==> config.mk <==
export PLATFORM = sky130hd
export DESIGN_NAME = gaussian_filter
export DESIGN_NICKNAME = d
export VERILOG_FILES = /design/src/rtl/gaussian_filter.sv
export SDC_FILE = /design/constraint.sdc
export NUM_CORES = 1
export LEC_CHECK = 0
export ABC_AREA = 1
export CAP_MARGIN = 25
export CORE_MARGIN = 5
export CORE_UTILIZATION = 50
export DETAILED_ROUTE_END_ITERATION = 6
export GPL_ROUTABILITY_DRIVEN = 0
export PLACE_DENSITY_LB_ADDON = 0.2
export SLEW_MARGIN = 20
export SYNTH_ARGS = -nofsm -noshare
export SYNTH_HDL_FRONTEND = slang
export SYNTH_SLANG_ARGS = --single-unit
==> constraint.sdc <==
create_clock -name clk -period 16.1 [get_ports clk]
set_input_delay 2.415 -clock clk [delete_from_list [all_inputs] [get_ports clk]]
set_output_delay 2.415 -clock clk [all_outputs]
set_load 0.03 [all_outputs]
==> src/rtl/gaussian_filter.sv <==
// Gaussian pulse shaper ahead of the GFSK modulator: one NRZ bit per symbol,
// upsampled x8 and filtered by a fixed 16-tap Gaussian FIR (BT = 0.5).
module gaussian_filter #(
  parameter int SAMPLE_DIV = 125
) (
  input  logic        clk,
  input  logic        reset,
  input  logic        bit_in,
  input  logic        bit_valid,
  output logic        bit_ready,
  output logic [15:0] filtered_out,
  output logic        filtered_valid,
  output logic        underrun
);

  localparam int DIV_W = $clog2(SAMPLE_DIV);
  localparam logic [DIV_W-1:0] DIV_LAST = DIV_W'(SAMPLE_DIV - 1);
  localparam logic signed [16:0] C_TAPS [0:15] = '{
    17'sd12,   17'sd56,   17'sd213,  17'sd648,
    17'sd1578, 17'sd3077, 17'sd4801, 17'sd5998,
    17'sd5998, 17'sd4801, 17'sd3077, 17'sd1578,
    17'sd648,  17'sd213,  17'sd56,   17'sd12
  };

  logic [DIV_W-1:0]    r_div_cnt;
  logic [2:0]          r_sps_cnt;
  logic                r_sym;
  logic [15:0]         r_hist;
  logic [15:0]         r_filtered_out;
  logic                r_filtered_valid;

  logic                w_tick;
  logic                w_boundary;
  logic                w_sym_now;
  logic [15:0]         w_hist_next;
  logic signed [16:0]  w_acc;

  assign w_tick     = (r_div_cnt == DIV_LAST);
  // Gate with reset so no handshake is offered in a cycle that reset discards.
  assign w_boundary = w_tick && (r_sps_cnt == 3'd0) && !reset;
  assign w_sym_now  = (w_boundary && bit_valid) ? bit_in : r_sym;
  assign w_hist_next = {r_hist[14:0], w_sym_now};

  assign bit_ready      = w_boundary;
  assign underrun       = w_boundary && !bit_valid;
  assign filtered_out   = r_filtered_out;
  assign filtered_valid = r_filtered_valid;

  // The output register loads at the tick edge, so sum over the post-shift history.
  always_comb begin
    w_acc = '0;
    for (int k = 0; k < 16; k++) begin
      if (w_hist_next[k]) w_acc = w_acc + C_TAPS[k];
      else                w_acc = w_acc - C_TAPS[k];
    end
  end

  always_ff @(posedge clk) begin
    if (reset) begin
      r_div_cnt        <= '0;
      r_sps_cnt        <= 3'd0;
      r_sym            <= 1'b0;
      r_hist           <= 16'h0000;
      r_filtered_out   <= 16'h8002;
      r_filtered_valid <= 1'b0;
    end else begin
      r_filtered_valid <= w_tick;
      if (w_tick) begin
        r_div_cnt      <= '0;
        r_sps_cnt      <= r_sps_cnt + 3'd1;
        r_sym          <= w_sym_now;
        r_hist         <= w_hist_next;
        r_filtered_out <= w_acc[15:0];
      end else begin
        r_div_cnt      <= r_div_cnt + DIV_W'(1);
      end
    end
  end

endmodule

==> impl_metrics.csv <==
group,metric,value,unit
drt,antenna_left,0,
cts,clock_sink_count,41,
cts,cts_buffers,5,
worst_setup_path,reg2reg_depth,77,
floorplan,die_h,141,µm
pwr,ir_drop,33.5,µV
finish,fin_util,0.553,
sta,tightestPinTransition,747,ps
yosys,syn_inst,1264,
sta,fmax,0.0672,GHz
yosys,avgSynthCellArea,6.75,µm²
yosys,ys_dominant_reg_cell,"dfxtp_1",
sta,skew,7.39,ps
sta,period_share,0.924,
worst_setup_path,crit_slowest_cell,"fa_1",
worst_setup_path,crit_start,"reset",
worst_setup_path,cpPeakStageDelay,510,ps
yosys,yosys_warnings,0,
floorplan,row_count,47,
drt,routed_wirelength,17500,µm
place,io_buffers,21,
cts,htree_levels,2,
sta,post-route-min-period,14880,ps
finish,fillCellCount,1680,
floorplan,core_area,0.0166,mm²
cts,cts-root-buf,"clkbuf_16",
sta,fin_tns_setup,0,ps
global_routing,grtUsageMet3,0.0115,
global_routing,grt-ovfl-total,0,
finish,diodes,0,
worst_setup_path,critPathMaxFanout,12,
yosys,synth-edff-count,0,
worst_setup_path,worstPathRequired,16290,ps
worst_setup_path,endpoint,"filtered_out[15]$_SDFFE_PP1N_",
pwr,leakage,4.95,nW
cts,clk_pin_slew,60,ps
worst_setup_path,cp-start-kind,"input port",
worst_hold_path,hold_path_class,"register to register",
global_routing,grt_pass1_vias,7337,
sta,whs,453,ps
finish,nets,1473,
worst_setup_path,path_buf_inv,14,
finish,fin_area,0.00921,mm²
sta,setup_viol,0,
place,dp_hpwl,14500,µm
yosys,synth_seq_cells,41,
global_routing,grt_max_degree,24,
floorplan,ioPinCount,23,
place,place_ws,859,ps
global_routing,grt_util_met2,0.313,
worst_setup_path,worstSetupPathType,"input port to register",
drt,drc,0,
global_routing,grt_pass1_wl,31200,µm
sta,slew_headroom,0.502,
global_routing,grt.busiest_layer,"met2",
global_routing,grt_usage,0.177,
yosys,synth_nets,1447,
worst_setup_path,worstReg2RegStart,"r_div_cnt[3]$_SDFF_PP0_",
worst_setup_path,rrSetupSlack,3100,ps
yosys,seq_area_frac_synth,0.0962,
cts,clk_latency,290,ps
pwr,power,0.222,mW
run_status,outcome,"finished clean",
sta,worst_slack,1220,ps
global_routing,antenna_found_initial,0,
drt,drtIter0Drc,277,
place,placed_area,0.00899,mm²
drt,drt-wirelength-per-cell,11.6,µm
worst_setup_path,critPathTopFamily,"adder cells",
drt,dr.pass1.iters,5,
yosys,netlist_area,0.00853,mm²
floorplan,fp.dieW,141,µm
floorplan,die_area,0.0198,mm²
floorplan,start_util,0.513,
worst_setup_path,arrival,15070,ps
global_routing,gr-usage-met1,0.238,
cts,cts_max_path_buffers,2,
drt,vias,7780,
finish,fin_cells,1511,
place,dp.cells,1500,
finish,final_layout_size_suffix_gt1_frac,0.0349,
worst_setup_path,r2r-end,"filtered_out[15]$_SDFFE_PP1N_",
sta,slew_viol_final,0,
pwr,power_density,24.2,mW/mm²
finish,syn2layout_area_growth,7.92,%
sta,finalHoldViolations,0,
worst_setup_path,cp-end-kind,"register",
worst_setup_path,cp_common_cell,"ha_1",
drt,vias_per_cell,5.15,
yosys,ys_async_sr_fraction,0,
yosys,synth.distinct_cells,50,
cts,cts-hold-fix-buffers,0,
run,maxCapViolations,0,
worst_setup_path,cp.depth,75,
cts,cts_tree,"yes",
final cells by class:
class	count	area, µm²	area share
Multi-Input combinational cell	1011	6920	0.752
Sequential cell	41	821	0.0892
Inverter	204	766	0.0832
Tap cell	220	275	0.0299
Timing Repair Buffer	27	255	0.0277
Clock buffer	6	129	0.0140
Clock inverter	2	38.8	0.00421
sequential cells by signal (all words and copies together) (netlist names):
register        count
filtered_out       15
filtered_valid      1
r_div_cnt           7
r_hist             15
r_sps_cnt           3
how the worst min path moves through the flow:
stage | startpoint | to | depth (start not counted)
final | filtered_out[7]$_SDFFE_PP0N_ | filtered_out[7]$_SDFFE_PP0N_ | 2
after global routing | filtered_out[5]$_SDFFE_PP0N_ | filtered_out[5]$_SDFFE_PP0N_ | 2
after CTS | filtered_out[7]$_SDFFE_PP0N_ | filtered_out[7]$_SDFFE_PP0N_ | 2
after detailed placement | r_div_cnt[0]$_SDFF_PP0_ | r_div_cnt[0]$_SDFF_PP0_ | 1
after global placement | filtered_out[7]$_SDFFE_PP0N_ | filtered_out[7]$_SDFFE_PP0N_ | 2
after floorplan | r_div_cnt[5]$_SDFF_PP0_ | r_div_cnt[5]$_SDFF_PP0_ | 1
worst min-delay path, stage by stage, from the launching register on:
cell and delay (ps):
dfxtp_1 310, nand2_1 60, nand2_1 50
timing repair:
item | CTS | global route
resized for setup | 0 | 5
endpoints found under the setup margin | 0 | 2
buffers inserted | 0 | 3
layout by cell type (no fill, tap or decap), types with 4 or more instances in the layout:
master	count
clkbuf_16	5
xor2_1	89
a21oi_1	136
nor3_1	16
nand4_1	8
dfxtp_1	41
clkdlybuf4s50_1	21
ha_1	170
or2_2	8
nor2_1	68
a31oi_1	10
inv_1	204
xnor2_1	48
a21o_1	6
nand2_1	236
o22ai_1	14
o21ai_2	4
buf_4	6
a21oi_2	5
o21bai_1	16
nand3_1	49
nand2_2	5
o21ai_0	56
fa_1	9
o21ai_1	9
o211ai_1	4
kinds of logic after synthesis:
logic type	share of synthesized area
simple gates	0.203
compound gates	0.191
buf+inv	0.0951
fa+ha+maj	0.270
xor+xnor	0.143
flops	0.0962
other cells	0.000440
layer usage:
metal | vias to the layer above | share of wire
li1 | 4281 | -
met1 | 3429 | 0.51
met2 | 53 | 0.47
met3 | 17 | 0.011
met4 | 0 | 0.014
met5 | - | 0
synthesized netlist by cell type, types with 3 or more instances:
cell / n / area, µm²
nand3_1: 49 / 245
xnor2_1: 48 / 420
nand3_2: 3 / 30.0
fa_1: 9 / 180
a31oi_1: 11 / 68.8
o21ai_0: 56 / 280
or2_2: 8 / 50.1
nand3b_1: 3 / 22.5
a21oi_1: 139 / 696
nor3_1: 17 / 85.1
nand4_1: 8 / 50.1
dfxtp_1: 41 / 821
o31ai_1: 3 / 22.5
xor2_1: 89 / 780
a21o_1: 6 / 45.0
nand2_1: 236 / 886
nand2_2: 5 / 31.3
o22ai_1: 14 / 87.6
a32o_1: 3 / 30.0
nor2_1: 68 / 255
ha_1: 170 / 2130
o211ai_1: 4 / 30.0
and2_1: 3 / 18.8
inv_1: 204 / 766
o21ai_2: 4 / 35.0
o21ai_1: 9 / 45.0
nor4_1: 3 / 18.8
clkbuf_1: 5 / 18.8
o21bai_1: 16 / 120
power breakdown:
group,internal [mW],switching (mW),total [mW]
Combinational,0.00168,0.00290,0.00459
Sequential,0.102,0.000532,0.103
Clock,0.0735,0.0417,0.115
Total,0.177,0.0452,0.222
No activity file was read; power rests on OpenSTA's default activity.
